==> src/rtl/clk_meas_pkg.sv <==
// Shared types and constants for the clock period meter.
package clk_meas_pkg;

    localparam int MIN_SYNC_STAGES = 2;

    typedef enum logic [1:0] {
        IDLE,
        ARM,
        HIGH,
        LOW
    } meas_state_e;

endpackage

==> src/rtl/clk_period_meter_if.sv <==
// Measurement bundle: the signal under test going in, the measured results coming out.
interface clk_period_meter_if #(
    parameter int CNT_WIDTH = 32
);
    logic                 sig_in;
    logic [CNT_WIDTH-1:0] period;
    logic [CNT_WIDTH-1:0] high_time;
    logic                 valid;
    logic                 stalled;
    logic                 level;

    modport master (
        input  sig_in,
        output period, high_time, valid, stalled, level
    );

    modport slave (
        output sig_in,
        input  period, high_time, valid, stalled, level
    );
endinterface

==> src/rtl/clk_period_meter_sync_edge_det.sv <==
// Synchronizer chain for an asynchronous input plus registered rise/fall detection.
module sync_edge_det
    import clk_meas_pkg::*;
#(
    parameter int STAGES = 2
) (
    input  logic clk_in,
    input  logic rst,
    input  logic sig_in,
    output logic level,
    output logic rise,
    output logic fall,
    output logic primed
);
    localparam int N = (STAGES < MIN_SYNC_STAGES) ? MIN_SYNC_STAGES : STAGES;

    logic [N-1:0] sync_reg;
    logic [N:0]   fill_reg;
    logic         prev_reg;
    logic         rise_reg;
    logic         fall_reg;

    // fill_reg marks when level reflects sig_in rather than the reset value of the chain.
    always_ff @(posedge clk_in) begin
        if (rst) begin
            sync_reg <= '0;
            fill_reg <= '0;
            prev_reg <= 1'b0;
            rise_reg <= 1'b0;
            fall_reg <= 1'b0;
        end else begin
            sync_reg <= {sync_reg[N-2:0], sig_in};
            fill_reg <= {fill_reg[N-1:0], 1'b1};
            prev_reg <= sync_reg[N-1];
            rise_reg <= sync_reg[N-1] & ~prev_reg;
            fall_reg <= ~sync_reg[N-1] & prev_reg;
        end
    end

    assign level  = sync_reg[N-1];
    assign rise   = rise_reg;
    assign fall   = fall_reg;
    assign primed = fill_reg[N];

endmodule

==> src/rtl/clk_period_meter.sv <==
// Measures period and high time of a slow square wave in clk_in cycles,
// reporting one measurement per input period.
module clk_period_meter
    import clk_meas_pkg::*;
#(
    parameter int                   CNT_WIDTH   = 32,
    parameter int                   SYNC_STAGES = 2,
    parameter logic [CNT_WIDTH-1:0] TIMEOUT     = {CNT_WIDTH{1'b1}}
) (
    input  logic              clk_in,
    input  logic              rst,
    clk_period_meter_if.master meas
);
    localparam logic [CNT_WIDTH-1:0] CNT_ONE = CNT_WIDTH'(1);

    meas_state_e          state_reg, state_next;
    logic [CNT_WIDTH-1:0] cnt_p_reg, cnt_h_reg, high_hold_reg;
    logic [CNT_WIDTH-1:0] period_reg, high_time_reg;
    logic                 valid_reg, stalled_reg;
    logic                 level, rise, fall, primed, timeout;
    logic                 load_cnt, inc_p, inc_h, latch_high, commit, set_stall;

    sync_edge_det #(.STAGES(SYNC_STAGES)) u_sync (
        .clk_in (clk_in),
        .rst    (rst),
        .sig_in (meas.sig_in),
        .level  (level),
        .rise   (rise),
        .fall   (fall),
        .primed (primed)
    );

    function automatic logic [CNT_WIDTH-1:0] sat_inc(input logic [CNT_WIDTH-1:0] v);
        return (v == {CNT_WIDTH{1'b1}}) ? v : v + CNT_ONE;
    endfunction

    assign timeout = (cnt_p_reg >= TIMEOUT);

    always_ff @(posedge clk_in) begin
        if (rst) state_reg <= IDLE;
        else     state_reg <= state_next;
    end

    always_comb begin
        state_next = state_reg;
        case (state_reg)
            IDLE:    if (primed && !level) state_next = ARM;
            ARM:     if (rise)             state_next = HIGH;
            HIGH:    if (fall)             state_next = LOW;
                     else if (timeout)     state_next = IDLE;
            LOW:     if (rise)             state_next = HIGH;
                     else if (timeout)     state_next = IDLE;
            default:                       state_next = IDLE;
        endcase
    end

    // An edge always beats a simultaneous timeout.
    always_comb begin
        load_cnt   = 1'b0;
        inc_p      = 1'b0;
        inc_h      = 1'b0;
        latch_high = 1'b0;
        commit     = 1'b0;
        set_stall  = 1'b0;
        case (state_reg)
            ARM:  load_cnt = rise;
            HIGH: begin
                inc_p      = 1'b1;
                inc_h      = 1'b1;
                latch_high = fall;
                set_stall  = !fall && timeout;
            end
            LOW: begin
                commit    = rise;
                load_cnt  = rise;
                inc_p     = !rise;
                set_stall = !rise && timeout;
            end
            default: ;
        endcase
    end

    // high_time is held in a shadow until the period completes so both update together.
    always_ff @(posedge clk_in) begin
        if (rst) begin
            cnt_p_reg     <= '0;
            cnt_h_reg     <= '0;
            high_hold_reg <= '0;
            period_reg    <= '0;
            high_time_reg <= '0;
            valid_reg     <= 1'b0;
            stalled_reg   <= 1'b0;
        end else begin
            valid_reg <= commit;
            if (load_cnt) begin
                cnt_p_reg <= CNT_ONE;
                cnt_h_reg <= CNT_ONE;
            end else begin
                if (inc_p) cnt_p_reg <= sat_inc(cnt_p_reg);
                if (inc_h) cnt_h_reg <= sat_inc(cnt_h_reg);
            end
            if (latch_high) high_hold_reg <= cnt_h_reg;
            if (commit) begin
                period_reg    <= cnt_p_reg;
                high_time_reg <= high_hold_reg;
                stalled_reg   <= 1'b0;
            end else if (set_stall) begin
                stalled_reg <= 1'b1;
            end
        end
    end

    assign meas.period    = period_reg;
    assign meas.high_time = high_time_reg;
    assign meas.valid     = valid_reg;
    assign meas.stalled   = stalled_reg;
    assign meas.level     = level;

endmodule

==> src/flat_wrapper.sv <==
// flat-port wrapper written by rule: the top's interface ports become plain ports
module clk_period_meter_flat import clk_meas_pkg::*;
#(
    parameter int                   CNT_WIDTH   = 32,
    parameter int                   SYNC_STAGES = 2,
    parameter logic [CNT_WIDTH-1:0] TIMEOUT     = {CNT_WIDTH{1'b1}}
)
  (clk_in, rst, meas_sig_in, meas_period, meas_high_time, meas_valid, meas_stalled, meas_level);
  clk_period_meter_if #(.CNT_WIDTH(CNT_WIDTH)) meas_i ();
  input  logic clk_in;
  input  logic rst;
  input wire logic [$bits(meas_i.sig_in)-1:0] meas_sig_in;
  output wire logic [$bits(meas_i.period)-1:0] meas_period;
  output wire logic [$bits(meas_i.high_time)-1:0] meas_high_time;
  output wire logic [$bits(meas_i.valid)-1:0] meas_valid;
  output wire logic [$bits(meas_i.stalled)-1:0] meas_stalled;
  output wire logic [$bits(meas_i.level)-1:0] meas_level;
  assign meas_i.sig_in = meas_sig_in;
  assign meas_period = meas_i.period;
  assign meas_high_time = meas_i.high_time;
  assign meas_valid = meas_i.valid;
  assign meas_stalled = meas_i.stalled;
  assign meas_level = meas_i.level;
  clk_period_meter #(.CNT_WIDTH(CNT_WIDTH), .SYNC_STAGES(SYNC_STAGES), .TIMEOUT(TIMEOUT)) u_core (.clk_in(clk_in), .rst(rst), .meas(meas_i));
endmodule
==> config.mk <==
export PLATFORM = sky130hd
export DESIGN_NAME = clk_period_meter_flat
export DESIGN_NICKNAME = d
export VERILOG_FILES = /design/src/rtl/clk_meas_pkg.sv /design/src/rtl/clk_period_meter_if.sv /design/src/rtl/clk_period_meter_sync_edge_det.sv /design/src/rtl/clk_period_meter.sv /design/src/flat_wrapper.sv
export SDC_FILE = /design/constraint.sdc
export NUM_CORES = 1
export LEC_CHECK = 0
export BUFFER_PORTS_ARGS = -buffer_cell sky130_fd_sc_hd__buf_2
export CAP_MARGIN = 40
export CELL_PAD_IN_SITES_DETAIL_PLACEMENT = 0
export CELL_PAD_IN_SITES_GLOBAL_PLACEMENT = 1
export CORE_ASPECT_RATIO = 1.5
export CORE_MARGIN = 4
export CORE_UTILIZATION = 30
export DETAILED_ROUTE_END_ITERATION = 8
export GPL_TIMING_DRIVEN = 0
export PLACE_DENSITY = 0.53
export RECOVER_POWER = 100
export SLEW_MARGIN = 30
export SYNTH_ARGS = -nofsm -noshare
export SYNTH_HDL_FRONTEND = slang
export SYNTH_HIERARCHICAL = 1
export SYNTH_SLANG_ARGS = --single-unit
==> constraint.sdc <==
create_clock -name clk_in -period 3.02 [get_ports clk_in]
set_input_delay 0.302 -clock clk_in [delete_from_list [all_inputs] [get_ports clk_in]]
set_output_delay 0.302 -clock clk_in [all_outputs]
set_load 0.02 [all_outputs]
Yosys cells after proc, flatten, opt, wreduce, memory -nomap -nowiden
Index checks and enable logic that the tools add are counted.
- flip-flop bits (word level): 172
- latch bits: 0
- bits in writable memories: 0
- memory bits (read-only): 0
- bits of input ports: 3
- output and inout bits: 67
- word-level logic and storage cells: 70
- memories kept: 0
- $add $sub $neg: 2
- multipliers: 0
- div/mod/pow operators: 0
- order comparisons: 1
- equality and inequality tests: 9
- shift operators: 0
- mux-type cells: 19
- bitwise operators: 6
- reduce and logical (&&, ||, !) cells: 17
- operator list (operator ; number):
    $add 32x1->32 const B ; 2
    $eq 32x32->1 const B ; 2
    $ge 32x32->1 const B ; 1
    $mux 1 ; 11
    $mux 2 ; 5
    $reduce_and 2->1 ; 5
    $pmux 2 s4 ; 1
    $ne 2x1->1 const B ; 3
    $reduce_or 2->1 ; 3
    $eq 2x2->1 const B ; 2
    $not 1->1 ; 4
    $pmux 1 s2 ; 2
    $reduce_bool 2->1 ; 2
    $logic_and 1x1->1 ; 3
    $logic_not 1->1 ; 3
    $and 1x1->1 ; 2
    $eq 2x1->1 const B ; 1
    $logic_not 2->1 ; 1
    $ne 2x2->1 const B ; 1

Longest topological paths before layout
- depth in word-level cells: 5
- gate-level depth with buffers: 8
- gate-level depth less buffers: 6

Modules after synthesis
The synthesis kept the hierarchy.
- modules (own cells, without submodules) (module ; times used ; cells an instance ; area an instance (um^2) ; seq. area each (um^2)):
    clk_period_meter ; 1 ; 714 ; 6632.6 ; 3283.1
    sync_edge_det ; 1 ; 16 ; 210.2 ; 160.2

Worst setup path after synthesis
OpenSTA, ideal clock, no wires.
- kind: register -> register
- start: reg u_core.cnt_h_reg[0]
- end: reg u_core.cnt_h_reg[26]
- setup time: 0.115 ns
- data arrival time: 1.882 ns
- required time: 2.905 ns
- slack: 1.023 ns
- stages on the path, launching flop included: 8
- path buffers: 1
- period minus slack after synthesis: 1.997 ns
- cell sequence: dfxtp_1 > ha_1 > nand3_1 > or4_4 > buf_6 > nor4_1 > xnor2_1 > nor2_2
- longest elaborated chain between the ends: 3
- elaborated cells between the ends (all ways): 4
- classes of those cells: add/sub: 1; eq/ne: 1; bitwise: 1; reduce/logical: 1
- ends and longest elaborated chain (what ; line ; text):
    start, declared ; clk_period_meter.sv:17 ; logic [CNT_WIDTH-1:0] cnt_p_reg, cnt_h_reg, high_hold_reg;
    start signal, assigned ; clk_period_meter.sv:100 ; if (inc_h) cnt_h_reg <= sat_inc(cnt_h_reg);
    parallel branches: the longest is 3 deep, another holds $add 32x1->32 ; - ;
Parallel ways; which one is timed is not known.
A chain may end at the register's enable or synchronous reset.

Worst setup path after layout
- start: reg u_core.cnt_h_reg[0]
- end: reg u_core.cnt_h_reg[7]
The elaborated chain is that of the path after synthesis.

==> results.toml <==
[floorplan]
ios = 70
initial_core_util = 0.306
die-width_um = 131
std_cell_rows = 67
core_mm2 = 0.0224
die_area_mm2 = 0.0253
die_h_um = 193

[critical_path]
path_cells = "ha_1 -> and3_1 -> nand4_1 -> o31ai_1 -> clkbuf_2 -> o21ai_0 -> a21oi_1"
r2r_cells = 7
crit_required_ns = 3.37
path_class = "flop to flop"
cp-start-kind = "flop"
slowest_delay_ns = 0.70
critPathSlowestCell = "o31ai_1"
crit_path_max_fanout = 10
cp-end-kind = "flop"
arrival_ns = 3.04

[clock_network]
cts_buffers = 17
cts-root-buf = "clkbuf_16"
cts_tree = "done"
htreeDepth = 4
clkLatencyLatePin_ns = 0.43
cts_buffer_depth = 2
path_clk_slew_ns = 0.07
clock-sinks = 172
cts_resized = 0
hold_buffers = 0
post_cts_buffers = 0

[synth]
synth-seq-cells = 172
ys_async_sr_fraction = 0
avgSynthCellArea_um2 = 9.37
yosysWarningCount = 6
synth_top_flop_cell = "dfxtp_1"
synth_fp_nets = 735
synth_edf_count = 0
synth.top_cells.by_count = "dfxtp_1, nand2_1, a21oi_1, a22o_1, clkbuf_1"
ys_types = 57
synth_most_common_cell = "dfxtp_1"
synthTopCellsByArea = "dfxtp_1, a22o_1, nand2_1"
yosysTopAreaCell = "dfxtp_1"
yosysSeqAreaShare = 0.503
syn_area_mm2 = 0.00684
synth_cells = 730
netlist.area_leader.share = 0.503

[routing]
drt_iter0_markers = 238
dr_total_vias = 5752
wl_mm = 19.6
drt_first_pass_iters = 4
drcViolationCount = 0
vias_per_cell = 5.19
ant_nets = 0
wl_per_cell_um = 17.7

[pwr]
vdd_drop_max_mv = 0.373
power.density_mw_per_mm2 = 583
power_leakage_uw = 0.00267

[timing]
setup_tns_ns = 0
rsz0062_at_grt = "false"
worstMarginPinSlew_ns = 0.792
fin_skew_ns = 0.0137
slew_headroom = 0.467
fin_crit_sh = 0.890
finalCriticalPeriod_ns = 2.69
finalMaxSlewViolations = 0
fmax_ghz = 0.372
setup_violations = 0
hold_viol_final = 0

[global_routing]
grt_remaining_overflow = 0
grt_pass1_wl_mm = 31.5
grt_max_degree = 17
antenna_found_initial = 0
grt_usage = 0.158
grt_pass1_vias = 5746

[place]
io_buffers = 69
place_hpwl_mm = 14.6
place_inst = 1077
gp_congestion = 0.832

[layout]
stdcell_count = 1109
syn2layout_area_growth_pct = 17.6
fin_nets = 825
n_fill_cell = 2330
drive_gt1_frac = 0.0648
diodes = 0

[worst_hold_path]
holdCritPathClass = "input pin to flop"
worst_hold_path.num_cells = 2

[run_status]
status = "complete, no violations"

[flow_run]
cap_violations = 0
[cell usage in the layout (no fill, tap or decap), types with 5 or more instances in the layout]
| master | n |
|---|---|
| nand2_1 | 108 |
| and3_1 | 5 |
| a22o_1 | 64 |
| nor4_1 | 9 |
| xnor2_1 | 9 |
| o21ai_1 | 8 |
| clkbuf_16 | 17 |
| nor2b_1 | 7 |
| a21oi_1 | 69 |
| o31ai_1 | 13 |
| o21ai_0 | 16 |
| nor2_1 | 22 |
| nand3_1 | 19 |
| o211ai_1 | 11 |
| nor3_1 | 5 |
| clkbuf_1 | 111 |
| or3_1 | 27 |
| nand4_1 | 29 |
| and4_1 | 10 |
| and2_1 | 7 |
| or4_1 | 19 |
| inv_1 | 5 |
| dfxtp_1 | 172 |
[final cells by class]
type                            count  area [um^2]  area share
Buffer                             48          226      0.0281
Clock buffer                       22          464      0.0577
Clock inverter                     10          164      0.0204
Inverter                            5         18.8     0.00233
Multi-Input combinational cell    505         3120       0.387
Sequential cell                   172         3440       0.428
Tap cell                          276          345      0.0429
Timing Repair Buffer               71          268      0.0333
[worst max-delay path, delay by kind of cell, from the launching register on]
| family | cells | cell delay, ns |
|---|---|---|
| buf+inv | 1 | 0.37 |
| compound gates | 3 | 0.97 |
| fa+ha+maj | 1 | 0.25 |
| flops | 1 | 0.45 |
| simple gates | 2 | 0.56 |
[final timing paths]
path	slack (ns)	end	start
worst max register to register	0.33	u_core/cnt_h_reg[7]$_SDFFE_PP0P_	u_core/cnt_h_reg[0]$_SDFFE_PP0P_
worst max-delay path	0.33	u_core/cnt_h_reg[7]$_SDFFE_PP0P_	u_core/cnt_h_reg[0]$_SDFFE_PP0P_
worst min register to register	0.41	u_core/u_sync/rise$_SDFF_PP0_	u_core/u_sync/prev_reg$_SDFF_PP0_
worst min-delay path	0.08	u_core/u_sync/sync_reg[0]$_SDFF_PP0_	meas_sig_in
[through the flow]
stage	util	hold slack, ns	setup slack, ns	power (uW)	area (um^2)
finish	0.359	0.0835	0.333	4690	8050
global route	0.359	0.0775	0.153	4880	8050
CTS	0.366	0.0546	0.416	4780	8190
detailed placement	0.338	0.413	0.140	2410	7560
global placement	0.337	0.402	0.158	2410	7530
floorplan	-	0.359	1.02	2370	6840
[kinds of logic after synthesis]
| group | count (synthesis) | share of synthesized area |
|---|---|---|
| compound gates | 204 | 0.209 |
| fa+ha+maj | 2 | 0.00366 |
| flops | 172 | 0.503 |
| simple gates | 283 | 0.225 |
| xor+xnor | 13 | 0.0166 |
| buf+inv | 53 | 0.0380 |
| mux | 3 | 0.00439 |
[routing by layer]
layer | GRT usage | vias up | share of wire
li1 | - | 2896 | -
met1 | 0.169 | 2758 | 0.41
met2 | 0.307 | 81 | 0.55
met3 | 0.0304 | 17 | 0.023
met4 | 0.0606 | 0 | 0.017
met5 | 0 | - | 0
[report_power, final]
group	total [uW]	internal, uW	leakage (uW)	switching [uW]
Combinational	77.6	15.5	0.000987	62.1
Clock	2340	1430	0.000293	910
Sequential	2280	2270	0.00139	3.65
Power figures use the tool's default switching activity.
